### src/rtl/onehot_seq_pkg.sv
// Shared definitions for the one-hot sequencer: mode and direction encodings
// plus the divider width helper.
package onehot_seq_pkg;

  typedef enum logic [1:0] {
    MODE_DECODE    = 2'b00,
    MODE_SCAN_UP   = 2'b01,
    MODE_SCAN_DOWN = 2'b10,
    MODE_BOUNCE    = 2'b11
  } mode_e;

  typedef enum logic {
    DIR_UP   = 1'b0,
    DIR_DOWN = 1'b1
  } dir_e;

  // Counter width for a divide-by-n terminal count; never narrower than 1 bit.
  function automatic int div_width(input int n);
    return (n <= 1) ? 1 : $clog2(n);
  endfunction

endpackage

### src/rtl/onehot_sequencer_step_divider.sv
// Terminal-count divider: emits a one-cycle step pulse every STEP_DIV enabled
// cycles, restarting from zero whenever clear is asserted.
module step_divider
  import onehot_seq_pkg::*;
#(
  parameter int STEP_DIV = 1
) (
  input  logic clk,
  input  logic rst,
  input  logic en,
  input  logic clear,
  output logic step
);

  localparam int CNT_W = div_width(STEP_DIV);
  localparam logic [CNT_W-1:0] TERMINAL = CNT_W'(STEP_DIV - 1);

  logic [CNT_W-1:0] count;

  assign step = en && !clear && (count == TERMINAL);

  always_ff @(posedge clk) begin
    if (rst) begin
      count <= '0;
    end else if (en) begin
      if (clear || (count == TERMINAL)) begin
        count <= '0;
      end else begin
        count <= count + CNT_W'(1);
      end
    end
  end

endmodule

### src/rtl/onehot_sequencer.sv
// Registered one-hot strobe generator: static decode of a select, or a walking
// one that scans up, down or bounces at a programmable step rate.
module onehot_sequencer
  import onehot_seq_pkg::*;
#(
  parameter int SEL_W    = 3,
  parameter int STEP_DIV = 1
) (
  input  logic                    clk,
  input  logic                    rst,
  input  logic                    en,
  input  logic [1:0]              mode,
  input  logic [SEL_W-1:0]        in,
  output logic [(1<<SEL_W)-1:0]   out,
  output logic [SEL_W-1:0]        idx,
  output logic                    wrap,
  output logic                    busy
);

  localparam int OUT_W = 1 << SEL_W;
  localparam logic [OUT_W-1:0] ONE      = OUT_W'(1);
  localparam logic [SEL_W-1:0] IDX_MAX  = '1;
  localparam logic [SEL_W-1:0] IDX_ZERO = '0;
  localparam logic [SEL_W-1:0] IDX_ONE  = SEL_W'(1);

  mode_e            mode_in;
  mode_e            mode_q;
  dir_e             dir_q;
  dir_e             dir_next;
  logic [SEL_W-1:0] idx_next;
  logic             wrap_next;
  logic             load;
  logic             clear;
  logic             step;

  assign mode_in = mode_e'(mode);
  assign load    = (mode_in != mode_q);
  // DECODE keeps the divider parked at zero so a later scan starts cleanly.
  assign clear   = load || (mode_in == MODE_DECODE);

  step_divider #(
    .STEP_DIV (STEP_DIV)
  ) u_step_divider (
    .clk   (clk),
    .rst   (rst),
    .en    (en),
    .clear (clear),
    .step  (step)
  );

  always_comb begin
    idx_next  = idx;
    dir_next  = dir_q;
    wrap_next = 1'b0;
    if (load || (mode_in == MODE_DECODE)) begin
      idx_next = in;
      if (load) begin
        dir_next = DIR_UP;
      end
    end else if (step) begin
      case (mode_in)
        MODE_SCAN_UP: begin
          idx_next  = idx + IDX_ONE;
          wrap_next = (idx == IDX_MAX);
        end
        MODE_SCAN_DOWN: begin
          idx_next  = idx - IDX_ONE;
          wrap_next = (idx == IDX_ZERO);
        end
        MODE_BOUNCE: begin
          if ((dir_q == DIR_UP) && (idx == IDX_MAX)) begin
            dir_next  = DIR_DOWN;
            idx_next  = IDX_MAX - IDX_ONE;
            wrap_next = 1'b1;
          end else if ((dir_q == DIR_DOWN) && (idx == IDX_ZERO)) begin
            dir_next  = DIR_UP;
            idx_next  = IDX_ONE;
            wrap_next = 1'b1;
          end else if (dir_q == DIR_UP) begin
            idx_next = idx + IDX_ONE;
          end else begin
            idx_next = idx - IDX_ONE;
          end
        end
        default: begin
          idx_next = idx;
        end
      endcase
    end
  end

  always_ff @(posedge clk) begin
    if (rst) begin
      out    <= '0;
      idx    <= '0;
      wrap   <= 1'b0;
      busy   <= 1'b0;
      dir_q  <= DIR_UP;
      mode_q <= MODE_DECODE;
    end else if (!en) begin
      out  <= '0;
      wrap <= 1'b0;
      busy <= 1'b0;
    end else begin
      idx    <= idx_next;
      out    <= ONE << idx_next;
      wrap   <= wrap_next;
      dir_q  <= dir_next;
      mode_q <= mode_in;
      busy   <= (mode_in != MODE_DECODE);
    end
  end

endmodule

### config.mk
export PLATFORM = sky130hd
export DESIGN_NAME = onehot_sequencer
export DESIGN_NICKNAME = d
export VERILOG_FILES = /design/src/rtl/onehot_seq_pkg.sv /design/src/rtl/onehot_sequencer_step_divider.sv /design/src/rtl/onehot_sequencer.sv
export SDC_FILE = /design/constraint.sdc
export NUM_CORES = 1
export LEC_CHECK = 0
export BUFFER_PORTS_ARGS = -buffer_cell sky130_fd_sc_hd__buf_2
export CAP_MARGIN = 20
export CORE_MARGIN = 8
export CORE_UTILIZATION = 50
export CTS_BUF_LIST = sky130_fd_sc_hd__clkbuf_4 sky130_fd_sc_hd__clkbuf_8 sky130_fd_sc_hd__clkbuf_16
export CTS_CLUSTER_DIAMETER = 120
export CTS_CLUSTER_SIZE = 20
export DETAILED_ROUTE_END_ITERATION = 8
export PLACE_DENSITY = 0.75
export SLEW_MARGIN = 20
export SYNTH_ARGS = -nofsm -noshare
export SYNTH_HDL_FRONTEND = slang
export SYNTH_SLANG_ARGS = --single-unit
### constraint.sdc
create_clock -name clk -period 2.25 [get_ports clk]
set_clock_uncertainty 0.1 [all_clocks]
set_input_delay 0.225 -clock clk [delete_from_list [all_inputs] [get_ports clk]]
set_output_delay 0.225 -clock clk [all_outputs]
set_load 0.005 [all_outputs]
==> results of run 1 <==
flip-flops by register name, indices dropped and copies added, names as in the netlist:
register              count
busy                      1
wrap                      1
u_step_divider.count      1
mode_q                    2
out                       8
dir_q                     1
idx                       3
metal layers:
metal	track usage (%)	vias to the layer above
met3	3.753	7
met5	0	-
li1	-	392
met2	21.66	41
met4	7.343	0
met1	15.41	379
placed cells by master (no fill, tap or decap), types with 2 or more instances in the layout:
master and instances:
ha_1 4, xnor2_1 2, clkbuf_4 3, nor3_1 8, o2111ai_1 2, nor2b_1 3
a211oi_1 3, inv_1 3, buf_2 20, nand2_1 2, a22o_1 2, dfxtp_1 17
nand2b_1 4, nand3b_1 2, nor2_1 7, mux2i_1 3, a22oi_1 2, o21ai_0 5
a21oi_1 5
cell families after synthesis:
family          Yosys count  share of synthesized area (%)
flops                    17                          38.20
mux                       3                          3.371
xor+xnor                  2                          1.967
simple gates             33                          22.33
compound gates           29                          24.72
buf+inv                   7                          3.792
fa+ha+maj                 4                          5.618
how the worst min path moves through the flow:
stage / end / slack (ps) / cells past startpoint
after CTS: idx[2] / 130 / 2
after detailed placement: u_step_divider.count / 390 / 1
after floorplan: wrap / 360 / 2
final: mode_q[1] / 120 / 2
after global routing: u_step_divider.count / 120 / 2
after global placement: u_step_divider.count / 380 / 1
stage by stage:
stage	setup WS [ps]	power [uW]
after floorplan	401.2	408.4
after global placement	249.0	439.2
after detailed placement	267.3	441.5
after CTS	236.6	610.9
after global routing	31.02	638.2
final	212.6	611.6
layout make-up:
cell class | count | area (sq um)
fillers | 152 | 680.7
multi-input cells | 71 | 516.7
flip-flops and latches | 17 | 340.3
repair buffers | 20 | 100.1
well taps | 25 | 31.28
clock buffers | 3 | 22.52
inverters | 3 | 11.26
clock inverters | 1 | 5.005
report_power, final:
part | total, uW | switching, uW | internal, uW
combinational | 114 | 65.9 | 48.5
sequential | 322 | 10.3 | 311
clock | 176 | 109 | 66.4
total | 612 | 185 | 426
critical path, stage by stage (launching register included):
cell       delay, ps
dfxtp_1          420
inv_1            110
ha_1             340
o21bai_1         140
o2111ai_1        120
a221o_1          380
a21bo_1          220
nor3_1           140
==> results.cfg, run 1 <==
[outcome]
outcome = complete, no violations

[sta]
finalSetupViolCount = 0
tightest_slew_ps = 457.2
fin_crit_sh_pct = 90.55
max_freq_ghz = 0.4908
rsz0062_at_grt = no
slew_headroom_pct = 69.25
finalHoldViolCount = 0
drv_slew = 0
setup-tns-final_ps = 0
timing.hold.ws_ps = 123.7
period_minus_slack_ps = 2037

[global_route]
grt_max_degree = 16
grt_pass1_wl_um = 3491
grt_antenna_before_repair = 0
first_global_vias = 750
grt_use_total_pct = 13.35
grt_overflow = 0

[routing]
drc = 0
drt-total-wl_um = 2188
viasPerCell = 5.850
vias = 819
drtIter0Drc = 25
post_drt_wl_per_cell_um = 15.63
dr_wl_met2_um = 1016
wl_met1_um = 955
drtAntennaViolNets = 0
met3WireLength_um = 158
top_layer_used = met4
drt_pass1_iterations = 5

[setup_path]
r2r_end = out[1]
cp.arrival_ps = 2170
crit_path_start_kind = flop
crit_path_max_fanout = 6
r2r_start = idx[0]
reg2reg_slack_ps = 210
cp-startpoint = idx[0]
crit_path_end = out[1]
endpoint_kind = flop
ff2ff_path_depth = 7
worstSetupPathType = flop to flop
worstPathRequired_ps = 2380

[placement]
placed_cells = 136
placed_area_sq_um = 999.7
dpl.hpwl_um = 1575
io_buffers = 20
gp_congestion = 0.8404

[floorplanning]
fp-row-count = 15
ios = 21
die_w_um = 58.21
start_util_pct = 52.16
fp.coreArea_sq_um = 1708
die_y_um = 58.21
die_area_sq_um = 3388

[min_path]
hold_path_class = input port to flop
min_from = rst

[final_layout]
final_cells = 140
design_area_sq_um = 1027
post-route-util_pct = 60.15
fin_nets = 128
syn2layout_area_growth_pct = 15.31
layout-drive-gt1-share_pct = 25.22
antenna_cells = 0

[synth]
synth_ff_type = dfxtp_1
yosysWarnings = 0
syn-num-nets = 107
syn_inst = 95
seq_area_frac_synth_pct = 38.20
synthTopCellsByCount = 17 x dfxtp_1, 8 x nor3_1, 7 x nor2_1, 5 x a21oi_1, 5 x o21ai_0
synth_top_area_share_pct = 38.20
synth.cell_area_sq_um = 890.9
avgSynthCellArea_sq_um = 9.377
synth_enable_flop_cells = 0
synthArstFlopShare_pct = 0
ys_ff_latch = 17
synth_area_leaders = dfxtp_1 38%, ha_1 5.6%, nor3_1 4.5%
yosysMostFrequentCell = dfxtp_1
synthDistinctLibCells = 36
netlist.top_cell.by_area = dfxtp_1

[clock_network]
clkTransAtPathRegs_ps = 110
cts-root-buf = clkbuf_4
cts_buffers = 3
cts_max_level = 1
cts_resized = 0
insertion_delay_ps = 300
cts_setup_buffers = 0
clock-sinks = 17
hold_buffers = 0
cts_tree = built
cts.path.max_buffers = 2

[power]
irDropWorstVdd_mv = 0.3792
p_leak_uw = 0.0004311
powerDensity_nw_per_um2 = 595.4

[flow_run]
timing.max_cap.violations = 0
Power figures use the tool's default switching activity.
==> inputs of run 2 (changes only) <==
- ABC_AREA: default -> 1
==> run 2 against run 1 <==
Net effect:
- via count rose by 9.2%
- combinational power is 20% higher
- worst hold slack lost 18 ps
- sequential cell count unchanged
- setup slack better by 220 ps
- final cell count up 29%
- global-route usage decreased by 0.13 points
- register-to-register slack improved by 220 ps
- design area is 2.7% higher
- clock power shrank 5%
- sequential share of layout area down 0.86 points
- wire length down 5.0%
- critical endpoint is now idx[2]
==> results.cfg, run 2 <==
[outcome]
outcome = complete, no violations

[setup_path]
cp.arrival_ps = 1900
cp_num_buf_inv = 0
crit_path_frequent_cell = nand2_1
crit_path_max_fanout = 5
worstSetupPathType = flop to flop
cp.depth = 10
endpoint_kind = flop
slowest_delay_ps = 370
worstPathRequired_ps = 2330
slowest_stage = dfxtp_1
ff2ff_path_depth = 10
crit_path_start_kind = flop
crit_path_cell_trace = ha_1, ha_1, nand2_1, nor2_1, o21ai_0, nand3_1, nand2_1, nand2_1, nand2_2, o21ai_0
critPathTopFamily = simple AND/OR/NAND/NOR gates

[sta]
slew_headroom_pct = 75.03
period_minus_slack_ps = 1822
finalSetupViolCount = 0
setup-tns-final_ps = 0
max_freq_ghz = 0.5488
tightest_slew_ps = 373.2
finalHoldViolCount = 0
fin_crit_sh_pct = 80.99
rsz0062_at_grt = no
drv_slew = 0

[clock_network]
cts_resized = 0
clkTransAtPathRegs_ps = 110
cts-root-buf = clkbuf_4
cts_buffers = 3
clock-sinks = 17
cts.path.max_buffers = 2
cts_tree = built
cts_setup_buffers = 0
insertion_delay_ps = 290
hold_buffers = 0
cts_max_level = 1

[placement]
gp_congestion = 0.9276
placed_cells = 176
io_buffers = 20
dpl.hpwl_um = 1652

[routing]
top_layer_used = met4
drtIter0Drc = 32
post_drt_wl_per_cell_um = 11.55
drt_pass1_iterations = 4
drt-total-wl_um = 2079
vias = 894
drc = 0
met3WireLength_um = 126
viasPerCell = 4.967
drtAntennaViolNets = 0
dr_wl_met2_um = 949
wl_met1_um = 974

[synth]
seq_area_frac_synth_pct = 37.99
synthDistinctLibCells = 19
avgSynthCellArea_sq_um = 6.839
synth_ff_type = dfxtp_1
yosysWarnings = 0
synth_area_leaders = dfxtp_1 38%, nand2_1 13%, nor2_1 9.2%
synth.cell_area_sq_um = 895.9
netlist.top_cell.by_area = dfxtp_1
syn-num-nets = 143
syn_inst = 131
ys_ff_latch = 17
yosysMostFrequentCell = nand2_1
synth_enable_flop_cells = 0
synth_top_area_share_pct = 37.99
synthTopCellsByCount = 32 x nand2_1, 22 x nor2_1, 17 x dfxtp_1, 14 x inv_1, 10 x nand3_1
synthArstFlopShare_pct = 0

[global_route]
grt_overflow = 0
grt_antenna_before_repair = 0
grt_use_total_pct = 13.23
grt_pass1_wl_um = 3615
grt_max_degree = 11
first_global_vias = 857

[final_layout]
regMostFlops = out
reg.largest.list = out x8, idx x3, mode_q x2
largest_reg_flops = 8
antenna_cells = 0
fill_cells = 163
fin_nets = 168
final_cells = 180
layout-drive-gt1-share_pct = 27.10
final_common_cell = nand2_1
syn2layout_area_growth_pct = 17.74
layout_common_cells = 32 x nand2_1, 22 x nor2_1, 20 x buf_2

[min_path]
hold_path_class = input port to flop
hold_depth = 4

[floorplanning]
die_w_um = 58.33
die_area_sq_um = 3402
start_util_pct = 52.45
ios = 21
fp-row-count = 15
fp.coreArea_sq_um = 1708
die_y_um = 58.33

[flow_run]
timing.max_cap.violations = 0

[power]
irDropWorstVdd_mv = 0.3877
powerDensity_nw_per_um2 = 597.0
p_leak_uw = 0.0005332
power.total_uw = 629.7
==> run 2: changes by cell type in the layout (fill, tap and decap cells not counted), moves of 7 or more <==
cell | previous run | this run
nand2_2 | 0 | 7
nor2_1 | 7 | 22
inv_1 | 3 | 14
nand3_1 | 1 | 10
nand2_1 | 2 | 32
nor3_1 | 8 | 0
==> run 2: worst reg2reg max path, stage by stage (launching register included) <==
cell	delay (ps)
dfxtp_1	370
ha_1	230
ha_1	230
nand2_1	130
nor2_1	50
o21ai_0	150
nand3_1	90
nand2_1	90
nand2_1	60
nand2_2	100
o21ai_0	100
==> run 2: layer usage <==
layer | track usage (%) | vias up
li1 | - | 461
met4 | 5.245 | 0
met5 | 0 | -
met1 | 15.78 | 412
met3 | 3.913 | 4
met2 | 21.57 | 17
==> run 2: power by group <==
group / switching, uW / internal [uW]
Clock: 102 / 66.1
Sequential: 11.0 / 314
Combinational: 86.9 / 50.3
==> run 2: final timing paths <==
path | start | slack (ps) | to
hold / removal | rst | 110 | dir_q
setup / recovery | idx[0] | 430 | idx[2]
hold reg to reg | u_step_divider.count | 370 | u_step_divider.count
setup reg to reg | idx[0] | 430 | idx[2]
==> run 2: cell families after synthesis <==
group / synth area share [%]
and+or+nand+nor: 39.53
buffers and inverters: 7.541
DFF: 37.99
AOI/OAI and AO/OA: 9.357
adders and majority gates: 5.587
==> run 2: layout make-up <==
class	instances	area, sq um	share of cell area, %
inverter	18	67.56	6.406
clock inverter	1	5.005	0.4745
sequential	17	340.3	32.27
tap	25	31.28	2.966
timing repair buffer	20	100.1	9.490
clock buffer	3	22.52	2.135
multi-input combinational	96	488.0	46.26
==> run 2: stage by stage <==
stage	setup WS, ps	hold WS [ps]	util, %	area (sq um)
6_report	427.8	105.8	61.76	1055
5_1_grt	256.4	164.3	61.76	1055
4_1_cts	443.0	107.4	61.76	1055
3_5_place_dp	467.5	358.2	60.15	1027
3_3_place_gp	507.2	346.3	60.15	1027
2_1_floorplan	648.3	275.0	-	895.9
==> inputs of run 3 (changes only) <==
- ABC_AREA: 1 -> 0
- CORE_UTILIZATION: 50 -> 46
- PLACE_DENSITY: 0.75 -> 0.73
- clock period: 2.25 -> 1.6 ns (I/O delays scaled with it)
==> run 3 against run 2 <==
Net effect:
- the flow now finishes with violations (negative setup slack)
- sequential share of layout area shrank 6.8 points
- first-iteration DRC count decreased by 53%
- utilization increased by 10 points
- combinational power up 89%
- critical path depth decreased by 3
- clock-buffer cell count is the same
- critical path type unchanged
- largest cell class unchanged
- highest routed layer unchanged
==> results.cfg, run 3 (same netlist as run 1, synthesis figures left out) <==
[clock_network]
clkTransAtPathRegs_ps = 110
cts_buffers = 3
cts_max_level = 1
cts_tree = built
hold_buffers = 0
cts-root-buf = clkbuf_4
clock-sinks = 17
cts.path.max_buffers = 2
insertion_delay_ps = 300

[placement]
gp_congestion = 0.9080
dpl.hpwl_um = 2020
place_ws_ps = -239.2
placed_area_sq_um = 1232
io_buffers = 20

[floorplanning]
die_y_um = 60.01
ios = 21
start_util_pct = 46.84
fp.coreArea_sq_um = 1902
die_area_sq_um = 3601
fp-row-count = 16
die_w_um = 60.01

[sta]
tightest_slew_ps = 361.2
slew_headroom_pct = 75.66
fin_ws_ps = -270.9
max_freq_ghz = 0.5345
rsz0062_at_grt = yes
finalSetupViolCount = 12
fin_crit_sh_pct = 116.9
period_minus_slack_ps = 1871
finalHoldViolCount = 0
drv_slew = 0
timing.hold.ws_ps = 18.67
setup-tns-final_ps = -2257

[power]
clkPwrFrac_pct = 24.8
swShare_pct = 30.13
powerDensity_nw_per_um2 = 693.5
p_switching_uw = 285.2
pwr-share-seq_pct = 47.9
irDropWorstVdd_mv = 0.4717
combPwrFrac_pct = 27.3
p_leak_uw = 0.0005772
intPower_uw = 661.4

[routing]
post_drt_wl_per_cell_um = 15.09
drt-total-wl_um = 2551
drtAntennaViolNets = 0
drt_pass1_iterations = 4
drc = 0
drtIter0Drc = 15
viasPerCell = 5.491
vias = 928

[global_route]
first_global_vias = 963
grt_antenna_before_repair = 0
grt_pass1_wl_um = 4236
grt_max_degree = 11
grt_overflow = 0
grt_use_total_pct = 15.51

[setup_path]
reg2reg_slack_ps = -270
worstSetupPathType = flop to flop
endpoint_kind = flop
crit_path_end = out[5]
r2r_end = out[5]
r2r_start = idx[1]
crit_path_start_kind = flop
cp-startpoint = idx[1]
worstPathRequired_ps = 1720
ff2ff_path_depth = 7
crit_path_max_fanout = 4
cp.arrival_ps = 1990

[final_layout]
regMostFlops = out
largest_reg_flops = 8
final_common_cell = buf_4
reg.largest.list = out x8, idx x3, mode_q x2
fill_cells = 141
layout_common_cells = 25 x buf_4, 20 x buf_2, 15 x dfxtp_1
layout-drive-gt1-share_pct = 56.34
design_area_sq_um = 1365
antenna_cells = 0
fin_nets = 155
seq_area_sq_um = 347.8
syn2layout_area_growth_pct = 53.23
multi_input_area_sq_um = 629.4

[min_path]
hold_path_class = input port to flop

[outcome]
outcome = finished, violations left
violations = negative setup slack

[flow_run]
timing.max_cap.violations = 0
[run 3: through the flow]
stage                     total power [uW]  instances  util [%]
after floorplan                      588.5         95         -
after global placement               679.8        161     64.80
after detailed placement             686.6        161     64.80
after CTS                            932.4        168     69.47
after global routing                  1005        169     71.78
final                                946.6        169     71.78
[run 3: routing by layer]
metal	up-vias	part of all wire (%)	track usage [%]
met2	46	49	27.54
li1	445	-	-
met5	-	0	0
met1	420	39	15.80
met4	0	4.8	9.864
met3	17	6.7	3.656
[run 3: worst min-delay path by stage]
stage | from | end | slack, ps | cells after the start
2_1_floorplan | in[2] | out[6] | 300 | 2
3_3_place_gp | en | idx[2] | 310 | 2
3_5_place_dp | en | idx[2] | 320 | 2
4_1_cts | en | idx[2] | 10 | 2
5_1_grt | en | idx[2] | 20 | 2
6_report | en | idx[2] | 20 | 2
[run 3: final cells by class]
class	count	area share, %
multi-input cells	71	46.10
flip-flops and latches	17	25.48
repair buffers	47	22.73
well taps	27	2.475
clock buffers	3	1.650
inverters	3	1.192
clock inverters	1	0.3666
[run 3: power by group through the flow]
stage                     sequential, uW  combinational [uW]  clock, uW
final                                453                 259        235
after global routing                 455                 281        269
after detailed placement             462                 224          0
after CTS                            453                 244        235
after global placement               462                 218          0
after floorplan                      465                 124          0
[run 3: timing repair]
item / 4_1_cts / 5_1_grt
buffers inserted: 3 / 1
resized for setup: 11 / 9
pin swaps: 6 / 3
setup endpoints to repair: 12 / 12
[run 3: critical path, cell delays in order, from the launching register on]
cell     delay [ps]
dfxtp_4         410
inv_4            50
ha_4            270
mux2i_1         180
nor2_1           50
a221o_1         340
a21bo_2         240
nor3_2          150
